File: config.mk
export PLATFORM = sky130hd
export DESIGN_NAME = ultrasonic_note_scanner
export DESIGN_NICKNAME = d
export VERILOG_FILES = /design/src/rtl/ultrasonic_note_scanner.sv
export SDC_FILE = /design/constraint.sdc
export NUM_CORES = 1
export LEC_CHECK = 0
export ABC_AREA = 1
export BUFFER_PORTS_ARGS = -buffer_cell sky130_fd_sc_hd__buf_4
export CORE_ASPECT_RATIO = 1.1
export CORE_MARGIN = 3
export CORE_UTILIZATION = 40
export CTS_CLUSTER_DIAMETER = 50
export DETAILED_ROUTE_END_ITERATION = 10
export PLACE_DENSITY_LB_ADDON = 0.05
export SYNTH_ARGS = -nofsm -noshare
export SYNTH_HDL_FRONTEND = slang
export SYNTH_SLANG_ARGS = --single-unit
File: constraint.sdc
create_clock -name CLOCK_50 -period 3.6 [get_ports CLOCK_50]
set_input_delay 0.9 -clock CLOCK_50 [delete_from_list [all_inputs] [get_ports CLOCK_50]]
set_output_delay 0.9 -clock CLOCK_50 [all_outputs]
set_load 0.02 [all_outputs]
File: src/rtl/ultrasonic_note_scanner.sv
// rtl/ultrasonic_note_scanner.sv - time-multiplexed ultrasonic ranging front end with note quantiser and stability filter
module ultrasonic_note_scanner #(
   parameter int NUM_CH         = 2,
   parameter int TRIG_CYCLES    = 500,
   parameter int TIMEOUT_CYCLES = 1_500_000,
   parameter int GAP_CYCLES     = 3_000_000,
   parameter int BUCKET_CYCLES  = 14_500,
   parameter int NUM_NOTES      = 8,
   parameter int NOTE_W         = 4,
   parameter int STABLE_N       = 3,
   localparam int CH_W          = (NUM_CH > 1) ? $clog2(NUM_CH) : 1
) (
   input  logic                     CLOCK_50,
   input  logic                     reset,
   input  logic                     enable,
   input  logic [NUM_CH-1:0]        echo,
   output logic [NUM_CH-1:0]        trig,
   output logic [NUM_CH*NOTE_W-1:0] note,
   output logic [NUM_CH-1:0]        note_valid,
   output logic                     update,
   output logic [CH_W-1:0]          update_ch,
   output logic                     busy
);

   // note counter carries one extra bit so it can saturate at NUM_NOTES
   localparam int NC_W  = NOTE_W + 1;
   localparam int RUN_W = $clog2(STABLE_N + 1);

   localparam logic [31:0]       L_TRIG_LAST = 32'(TRIG_CYCLES - 1);
   localparam logic [31:0]       L_TMO_LAST  = 32'(TIMEOUT_CYCLES - 1);
   localparam logic [31:0]       L_GAP_LAST  = 32'(GAP_CYCLES - 1);
   localparam logic [31:0]       L_BKT_LAST  = 32'(BUCKET_CYCLES - 1);
   localparam logic [NC_W-1:0]   L_NOTE_SAT  = NC_W'(NUM_NOTES);
   localparam logic [RUN_W-1:0]  L_RUN_MAX   = RUN_W'(STABLE_N);
   localparam logic [CH_W-1:0]   L_PTR_LAST  = CH_W'(NUM_CH - 1);

   typedef enum logic [2:0] {
      S_IDLE,
      S_TRIG,
      S_WAIT_RISE,
      S_MEASURE,
      S_EVAL,
      S_GAP
   } state_t;

   state_t                    r_state;
   state_t                    w_next;
   logic [CH_W-1:0]           r_ptr;
   logic [CH_W-1:0]           w_ptr_next;

   logic [NUM_CH-1:0]         r_echo_s1;
   logic [NUM_CH-1:0]         r_echo_s2;
   logic                      r_echo_prev;

   logic [31:0]               r_cnt;
   logic [31:0]               r_tmo;
   logic [31:0]               r_sub;
   logic [NC_W-1:0]           r_notec;
   logic                      r_timed_out;

   logic [NUM_CH-1:0]         r_trig;
   logic [NUM_CH*NOTE_W-1:0]  r_note;
   logic [NUM_CH-1:0]         r_note_valid;
   logic                      r_update;
   logic [CH_W-1:0]           r_update_ch;

   logic [NUM_CH-1:0]         r_cand_v;
   logic [NOTE_W-1:0]         r_cand_n [NUM_CH];
   logic [RUN_W-1:0]          r_run    [NUM_CH];

   logic                      w_echo;
   logic                      w_rise;
   logic                      w_trig_done;
   logic                      w_gap_done;
   logic                      w_tmo_hit;
   logic                      w_count;
   logic                      w_rd_valid;
   logic [NOTE_W-1:0]         w_rd_note;
   logic                      w_same;
   logic                      w_pub_same;
   logic [RUN_W-1:0]          w_run_new;
   logic                      w_publish;
   logic [NOTE_W-1:0]         w_pub_note;

   assign w_echo      = r_echo_s2[r_ptr];
   assign w_rise      = w_echo && !r_echo_prev;
   assign w_trig_done = (r_cnt == L_TRIG_LAST);
   assign w_gap_done  = (r_cnt == L_GAP_LAST);
   assign w_tmo_hit   = (r_tmo == L_TMO_LAST);

   // the rising-edge cycle is already a high cycle, so it is counted before MEASURE
   assign w_count = ((r_state == S_WAIT_RISE) && w_rise && !w_tmo_hit)
                 || ((r_state == S_MEASURE) && w_echo);

   assign w_rd_valid = !r_timed_out && (r_notec < L_NOTE_SAT);
   assign w_rd_note  = r_notec[NOTE_W-1:0];
   assign w_pub_note = r_note[int'(r_ptr)*NOTE_W +: NOTE_W];

   // two invalid readings compare equal whatever their note field holds
   assign w_same     = (w_rd_valid == r_cand_v[r_ptr])
                    && (!w_rd_valid || (w_rd_note == r_cand_n[r_ptr]));
   assign w_pub_same = (w_rd_valid == r_note_valid[r_ptr])
                    && (!w_rd_valid || (w_rd_note == w_pub_note));
   assign w_run_new  = !w_same ? RUN_W'(1)
                     : (r_run[r_ptr] == L_RUN_MAX) ? L_RUN_MAX
                     : r_run[r_ptr] + RUN_W'(1);
   assign w_publish  = (w_run_new == L_RUN_MAX) && !w_pub_same;

   assign trig       = r_trig;
   assign note       = r_note;
   assign note_valid = r_note_valid;
   assign update     = r_update;
   assign update_ch  = r_update_ch;
   assign busy       = (r_state != S_IDLE);

   // two-flop synchroniser for the asynchronous echo lines
   always_ff @(posedge CLOCK_50) begin
      if (reset) begin
         r_echo_s1 <= '0;
         r_echo_s2 <= '0;
      end else begin
         r_echo_s1 <= echo;
         r_echo_s2 <= r_echo_s1;
      end
   end

   // next-state and channel pointer selection
   always_comb begin
      w_next     = r_state;
      w_ptr_next = r_ptr;
      unique case (r_state)
         S_IDLE:      if (enable) w_next = S_TRIG;
         S_TRIG:      if (w_trig_done) w_next = S_WAIT_RISE;
         S_WAIT_RISE: begin
            if (w_tmo_hit)   w_next = S_EVAL;
            else if (w_rise) w_next = S_MEASURE;
         end
         S_MEASURE:   if (!w_echo || w_tmo_hit) w_next = S_EVAL;
         S_EVAL:      w_next = S_GAP;
         S_GAP: begin
            if (w_gap_done) begin
               w_ptr_next = (r_ptr == L_PTR_LAST) ? '0 : r_ptr + CH_W'(1);
               w_next     = enable ? S_TRIG : S_IDLE;
            end
         end
         default:     w_next = S_IDLE;
      endcase
   end

   // state, counters, trigger and filter registers
   always_ff @(posedge CLOCK_50) begin
      if (reset) begin
         r_state      <= S_IDLE;
         r_ptr        <= '0;
         r_echo_prev  <= 1'b0;
         r_cnt        <= '0;
         r_tmo        <= '0;
         r_sub        <= '0;
         r_notec      <= '0;
         r_timed_out  <= 1'b0;
         r_trig       <= '0;
         r_note       <= '0;
         r_note_valid <= '0;
         r_update     <= 1'b0;
         r_update_ch  <= '0;
         r_cand_v     <= '0;
         for (int c = 0; c < NUM_CH; c++) begin
            r_cand_n[c] <= '0;
            r_run[c]    <= '0;
         end
      end else begin
         r_state     <= w_next;
         r_ptr       <= w_ptr_next;
         r_echo_prev <= w_echo;
         r_update    <= 1'b0;

         r_trig <= '0;
         if (w_next == S_TRIG) r_trig[w_ptr_next] <= 1'b1;

         if (w_count) begin
            if (r_sub == L_BKT_LAST) begin
               r_sub <= '0;
               if (r_notec != L_NOTE_SAT) r_notec <= r_notec + NC_W'(1);
            end else begin
               r_sub <= r_sub + 32'd1;
            end
         end

         unique case (r_state)
            S_IDLE: r_cnt <= '0;
            S_TRIG: begin
               if (w_trig_done) begin
                  r_cnt       <= '0;
                  r_tmo       <= '0;
                  r_sub       <= '0;
                  r_notec     <= '0;
                  r_timed_out <= 1'b0;
               end else begin
                  r_cnt <= r_cnt + 32'd1;
               end
            end
            S_WAIT_RISE: begin
               r_tmo <= r_tmo + 32'd1;
               if (w_tmo_hit) r_timed_out <= 1'b1;
            end
            S_MEASURE: begin
               r_tmo <= r_tmo + 32'd1;
               if (w_tmo_hit && w_echo) r_timed_out <= 1'b1;
            end
            S_EVAL: begin
               r_cand_v[r_ptr] <= w_rd_valid;
               r_cand_n[r_ptr] <= w_rd_note;
               r_run[r_ptr]    <= w_run_new;
               if (w_publish) begin
                  r_note[int'(r_ptr)*NOTE_W +: NOTE_W] <= w_rd_valid ? w_rd_note : '0;
                  r_note_valid[r_ptr]                  <= w_rd_valid;
                  r_update                             <= 1'b1;
                  r_update_ch                          <= r_ptr;
               end
            end
            S_GAP: r_cnt <= w_gap_done ? '0 : r_cnt + 32'd1;
            default: r_cnt <= '0;
         endcase
      end
   end

endmodule

==> implementation parameters, run 1 <==
Parameter                              Value

Global route
  Antenna violations before repair ... 0
  First-pass GRT wire length ... 40.8 mm
  Largest net degree at the start of global routing ... 62
  GRT Util Overall ... 21.0%
  Total congestion overflow after global routing ... 0
  Vias in the first global route ... 8,281

Timing
  Unrepaired setup endpoints after global routing ... no
  Final clock skew ... 20.5 ps
  Max_slew headroom ... 48.4%
  Final Max Tran Viols ... 0
  Setup violation total in the final timing report ... 0
  Share of the clock period used by the worst path ... 75.0%
  Actual transition at the worst max-transition pin ... 775 ps
  Setup TNS ... 0 ps
  Achievable Freq ... 370 MHz
  Clock period minus worst slack ... 2700 ps
  Worst hold slack after final layout ... 408 ps
  Hold violation count in the final report ... 0

CTS
  CTS tree ... yes
  Total CTS buffers ... 17
  CTS Root Cell ... clkbuf_16
  Htree depth ... 4
  Clock slew at reported path FFs ... 70 ps
  Hold buffer count at CTS ... 0
  Maximum count of clock buffers along a single path ... 2
  Number of gates resized after CTS ... 0
  Clock latency at the later pin of the worst-skew pair ... 430 ps
  Clock sink total ... 139
  Setup fix buffers added after clock tree synthesis ... 0

Logic synthesis
  Count of warnings emitted by yosys ... 0
  Number of different library cells in the post-synthesis netlist ... 39
  Most common flop cell mapped by yosys ... dfxtp_1
  EDFF count, synth ... 12
  Net count of the mapped netlist ... 1,445
  Cells after Synth ... 1,435
  Post-Syn Area ... 8600 µm²
  FF+latch count, synth ... 139
  Share of synthesized registers carrying an async set or reset ... 0%
  Sequential share of the synthesized area ... 33.8%
  Mean instance size in the synthesized netlist ... 5.99 µm²

Floorplan
  Initial core utilization ... 41.2%
  Area of the die ... 23,300 µm²
  # rows ... 55
  X dimension of the die ... 146 µm
  Die Ht ... 160 µm
  I/O Pins ... 20
  Core ar. ... 20,900 µm²

Power
  Switching power total ... 0.885 mW
  Switching part of the total ... 25.5%
  Clk pwr share ... 51.4%
  Pint ... 2.59 mW
  Sequential cell fraction of total power ... 45.4%
  Lkg Pwr ... 3.78 nW
  Portion of total power attributed to combinational logic ... 3.2%
  Worst IR Drop VDD ... 0.274 mV
  PD cells ... 362 nW/µm²

Final layout
  FILL cells ... 2,269
  Synth-to-Final Area Change ... 11.4%
  Finished Cell Area ... 9580 µm²
  Final nets ... 1,458
  Most frequent cells in the layout ... 444 x nand2_1, 251 x nor2_1, 157 x inv_1
  Commonest non-fill, non-tap cell in the layout ... nand2_1
  Share of cells above drive strength 1 ... 6.30%
  Non-filler instance count after layout ... 1,746
  Share of the core filled with cells in the final layout ... 45.9%
  Antenna Diode Count ... 0

Place
  # port buffers ... 19
  DP Cell Count ... 1,714
  Global placer's final weighted congestion ... 0.928
  Placed wire-length estimate ... 18.2 mm
  Post-place instance area ... 8990 µm²

Setup path
  Number of cells on the worst reg-to-reg path ... 13
  Timing startpoint of the critical path ... r_tmo[0]
  Worst Path Arrival ... 3060 ps
  Startpoint of the most critical register-to-register path ... r_tmo[0]
  Termination of the worst setup path ... r_sub[22]
  Crit. End Element ... flop
  Max FO, Critical Path ... 46
  Worst setup slack for register-to-register paths ... 900 ps
  Kind of start point of the critical path ... flop
  Path type of the worst setup path ... flop to flop
  Terminus of the critical flop-to-flop path ... r_sub[22]
  Data required time at the worst endpoint ... 3960 ps

Route
  Wire length per cell after detailed routing ... 14.0 µm
  Highest metal used ... met4
  First-pass DRT Iterations ... 5
  Met2 wire length ... 11.7 mm
  Via-to-Cell Ratio ... 5.03
  Detailed-route via count ... 8,777
  Routed wire length ... 24.5 mm
  Detailed-route DRC error count ... 0
  Antenna viol nets, final ... 0
  Met3 Routed Length ... 1.08 mm
  First DRT Iteration DRCs ... 675
  Post-Route M1 WL ... 11.2 mm

Hold path
  Type of the tightest min-delay check ... flop to flop

Flow run
  Max capacitance violation total ... 0

Outcome
  Status ... complete, no violations
==> state kept, by name, indices dropped and copies added (netlist names), 3 cells and up <==
signal    cells
r_cand_n      8
r_state       3
r_cnt        32
r_run         4
r_tmo        32
r_notec       5
note          8
r_sub        32
==> metrics by stage <==
step / worst slack, ps / power [mW]
after floorplan: 1520 / 1.69
after global placement: 939 / 1.72
after detailed placement: 871 / 1.72
after CTS: 854 / 3.51
after global routing: 526 / 3.60
final: 900 / 3.47
==> power groups by stage <==
stage          clock [mW]  combinational, mW  sequential [mW]
2_1_floorplan           0             0.0783             1.61
3_3_place_gp            0              0.112             1.61
3_5_place_dp            0              0.112             1.61
4_1_cts              1.82              0.112             1.58
5_1_grt              1.90              0.122             1.58
6_report             1.78              0.110             1.58
==> worst min path at each step <==
| stage | from | endpoint | slack (ps) | depth (start not counted) |
|---|---|---|---|---|
| after global routing | r_echo_s1[1] | r_echo_s2[1] | 430 | 2 |
| after detailed placement | r_echo_s1[0] | r_echo_s2[0] | 400 | 2 |
| after floorplan | r_echo_s1[0] | r_echo_s2[0] | 390 | 2 |
| after CTS | r_echo_s1[1] | r_echo_s2[1] | 410 | 2 |
| final | r_echo_s1[1] | r_echo_s2[1] | 410 | 2 |
| after global placement | r_echo_s1[1] | r_echo_s2[1] | 400 | 2 |
==> cells in the mapped netlist (2+ instances only) <==
library cell / instances / share of area (%)
inv_1: 157 / 6.9
nor3b_2: 2 / 0.29
nand4_1: 33 / 2.4
o21ai_2: 2 / 0.20
edfxtp_1: 12 / 4.2
a21oi_1: 77 / 4.5
dfxtp_1: 127 / 30
buf_4: 3 / 0.26
inv_2: 8 / 0.35
nor2_1: 251 / 11
o21ai_0: 38 / 2.2
nand2_1: 444 / 19
nand3b_1: 7 / 0.61
buf_6: 2 / 0.26
nand2_4: 3 / 0.39
clkbuf_1: 13 / 0.57
nor3b_1: 4 / 0.35
xor2_1: 13 / 1.3
nand2_2: 3 / 0.22
nor3_1: 39 / 2.3
buf_2: 12 / 0.70
nor2_2: 3 / 0.22
o211ai_1: 9 / 0.79
nor4_1: 5 / 0.36
nand3_1: 140 / 8.1
ha_1: 5 / 0.73
or2_2: 11 / 0.80
==> cells by family after synthesis <==
logic type	Yosys count	share of synthesized area (%)
buffers and inverters	197	9.09
XOR/XNOR	13	1.32
adder cells (fa/ha/maj)	5	0.727
flip-flops	139	33.8
multiplexers	1	0.116
AND/OR/NAND/NOR	950	47.0
AO/OA/AOI/OAI	130	8.00
==> cell type report <==
cell class | count | area (µm²) | area share (%)
Multi-Input combinational cell | 1099 | 4920 | 51.3
Sequential cell | 139 | 2900 | 30.3
Inverter | 166 | 623 | 6.51
Clock buffer | 17 | 425 | 4.44
Tap cell | 285 | 357 | 3.72
Timing Repair Buffer | 25 | 188 | 1.96
Clock inverter | 15 | 166 | 1.74
==> critical path, stage by stage, from the launching register on <==
cell and delay [ps]:
dfxtp_1 440, ha_1 240, nand3_1 150, inv_1 170
nand2_1 70, nor2_1 80, nand2_1 170, nand3_4 160
nand2_4 300, nand2_2 180, nand2_2 240, inv_2 280
nand2_1 80, nor2_1 80
==> routing by layer <==
metal | vias to the layer above | GRT usage, %
met5 | - | 0
met4 | 0 | 6.13
met3 | 35 | 3.77
met2 | 199 | 35.6
met1 | 3918 | 27.5
li1 | 4625 | -
Note: power is estimated with default switching activity, not from simulation.
==> run 2, diff against run 1 <==
==> constraint.sdc (replaced) <==
create_clock -name CLOCK_50 -period 2.8 [get_ports CLOCK_50]
set_input_delay 0.7 -clock CLOCK_50 [delete_from_list [all_inputs] [get_ports CLOCK_50]]
set_output_delay 0.7 -clock CLOCK_50 [all_outputs]
set_load 0.02 [all_outputs]
==> implementation parameters, run 2 (same netlist as run 1, synthesis figures left out) <==
Parameter                              Value

Timing
  Max_slew headroom ... 42.8% (-5.6 points)
  Clock period minus worst slack ... 2380 ps (-324 ps)
  Share of the clock period used by the worst path ... 84.9% (+9.9 points)
  Unrepaired setup endpoints after global routing ... no
  Final Max Tran Viols ... 0 (unchanged)
  Final clock skew ... 14.2 ps (-6.28 ps)
  Achievable Freq ... 421 MHz (+14%)
  Actual transition at the worst max-transition pin ... 858 ps (+83.2 ps)
  Setup violation total in the final timing report ... 0 (unchanged)
  Hold violation count in the final report ... 0 (unchanged)
  Setup TNS ... 0 ps (unchanged)

CTS
  Clock slew at reported path FFs ... 70 ps (about the same)
  Maximum count of clock buffers along a single path ... 2 (unchanged)
  Total CTS buffers ... 17 (unchanged)
  Setup fix buffers added after clock tree synthesis ... 0 (unchanged)
  Hold buffer count at CTS ... 0 (unchanged)
  Number of gates resized after CTS ... 0 (unchanged)
  Clock latency at the later pin of the worst-skew pair ... 430 ps (about the same)
  Htree depth ... 4 (unchanged)
  CTS Root Cell ... clkbuf_16
  Clock sink total ... 139 (unchanged)
  CTS tree ... yes

Route
  Detailed-route via count ... 8,845 (+0.77%)
  Routed wire length ... 25.2 mm (+2.8%)
  Antenna viol nets, final ... 0 (unchanged)
  Detailed-route DRC error count ... 0 (unchanged)
  First-pass DRT Iterations ... 5 (unchanged)
  First DRT Iteration DRCs ... 559 (-17%)
  Wire length per cell after detailed routing ... 14.3 µm (+2.2%)
  Via-to-Cell Ratio ... 5.04 (+0.20%)

Setup path
  Path type of the worst setup path ... flop to flop
  Data required time at the worst endpoint ... 3130 ps (-830 ps)
  Max FO, Critical Path ... 14 (-70%)
  Cell with the biggest individual delay on the critical path ... dfxtp_1
  Timing startpoint of the critical path ... r_ptr
  CP most frequent cell ... nand2_1
  Kind of cell with the highest combined delay on the critical path ... simple AND/OR/NAND/NOR gates
  Kind of start point of the critical path ... flop
  Worst Path Arrival ... 2700 ps (-360 ps)
  Worst path max stage delay ... 620 ps (+180 ps)
  Number of buffer and inverter stages on the critical path ... 1 (-1)
  Crit. End Element ... flop
  Startpoint of the most critical register-to-register path ... r_ptr
  Series of cell instances along the critical path ... buf_4 -> o21ai_0 -> nor2_1 -> nand2_1 -> nor2_1 -> nand2_1 -> nand2_1 -> nand3_1 -> nand2_1 -> nor2_1

Floorplan
  I/O Pins ... 20 (unchanged)
  Initial core utilization ... 41.2% (unchanged)
  Die Ht ... 160 µm (unchanged)
  Area of the die ... 23,300 µm² (unchanged)
  X dimension of the die ... 146 µm (unchanged)
  # rows ... 55 (unchanged)
  Core ar. ... 20,900 µm² (unchanged)

Hold path
  Hold path startpoint ... r_echo_s1[0]
  Type of the tightest min-delay check ... flop to flop

Place
  # port buffers ... 19 (unchanged)
  Placed wire-length estimate ... 19.0 mm (+4.2%)
  Global placer's final weighted congestion ... 0.922 (-0.71%)

Final layout
  Multi-input logic area ... 4920 µm² (unchanged)
  Final nets ... 1,468 (+0.69%)
  Registers with the most flip-flops ... r_cnt: 32 flops, r_sub: 32 flops, r_tmo: 32 flops
  Commonest non-fill, non-tap cell in the layout ... nand2_1
  Most frequent cells in the layout ... 444 x nand2_1, 251 x nor2_1, 157 x inv_1
  FILL cells ... 2,247 (-0.97%)
  Area of all sequential standard cells ... 2900 µm² (unchanged)
  Synth-to-Final Area Change ... 12.5%
  Share of cells above drive strength 1 ... 6.93% (+0.64 points)
  Antenna Diode Count ... 0 (unchanged)
  Share of the core filled with cells in the final layout ... 46.4% (+0.45 points)

Global route
  Total congestion overflow after global routing ... 0 (unchanged)
  Antenna violations before repair ... 0 (unchanged)
  GRT Util Overall ... 21.9% (+0.87 points)
  Largest net degree at the start of global routing ... 62 (unchanged)
  Vias in the first global route ... 8,570 (+3.5%)
  First-pass GRT wire length ... 42.6 mm (+4.3%)

Power
  PD cells ... 464 nW/µm² (+28%)
  Lkg Pwr ... 3.84 nW (+1.6%)
  Worst IR Drop VDD ... 0.404 mV (+48%)

Outcome
  Status ... complete, no violations

Flow run
  Max capacitance violation total ... 0 (unchanged)
-- run 2: where the power goes --
part	internal, mW	leakage, nW	switching, mW	total (mW)
Combinational	0.0378	2.40	0.111	0.148
Sequential	2.02	1.15	0.00778	2.03
Clock	1.21	0.291	1.10	2.31
-- run 2: final cells by class --
type / count / area share [%]
Clock inverter: 15 / 1.79
Clock buffer: 17 / 4.40
Timing Repair Buffer: 35 / 2.85
Tap cell: 285 / 3.69
Multi-Input combinational cell: 1099 / 50.8
Sequential cell: 139 / 30.0
Inverter: 166 / 6.44
-- run 2: final timing paths --
| check | endpoint | slack, ps | cells after the start |
|---|---|---|---|
| worst max register to register | note[3] | 420 | 10 |
| worst max-delay path | note[3] | 420 | 10 |
| worst min register to register | r_echo_s2[0] | 420 | 2 |
| worst min-delay path | r_echo_s2[0] | 420 | 2 |
-- run 2: tightest hold or removal path, cell delays in order (launching register included) --
cell and delay [ps]:
dfxtp_1 300, inv_1 40, nor2_1 30
-- run 2: layer usage --
layer  routed length (µm)  global-route usage (%)  vias to the layer above
met5                    0                       0                        -
met4                  422                    5.79                        0
met3                  702                    3.15                       36
met2                12100                    37.6                      160
met1                12000                    28.9                     4009
li1                     -                       -                     4640
-- run 2: stage by stage --
stage / instance area (µm²) / total power [mW] / hold WS (ps) / instances / setup slack [ps]
floorplan: 8600 / 2.17 / 388 / 1435 / 920
global placement: 9070 / 2.22 / 407 / 1724 / 415
global route: 9670 / 4.64 / 433 / 1756 / 114
finish: 9670 / 4.48 / 415 / 1756 / 423
detailed placement: 9070 / 2.22 / 409 / 1724 / 429
CTS: 9670 / 4.54 / 419 / 1756 / 427
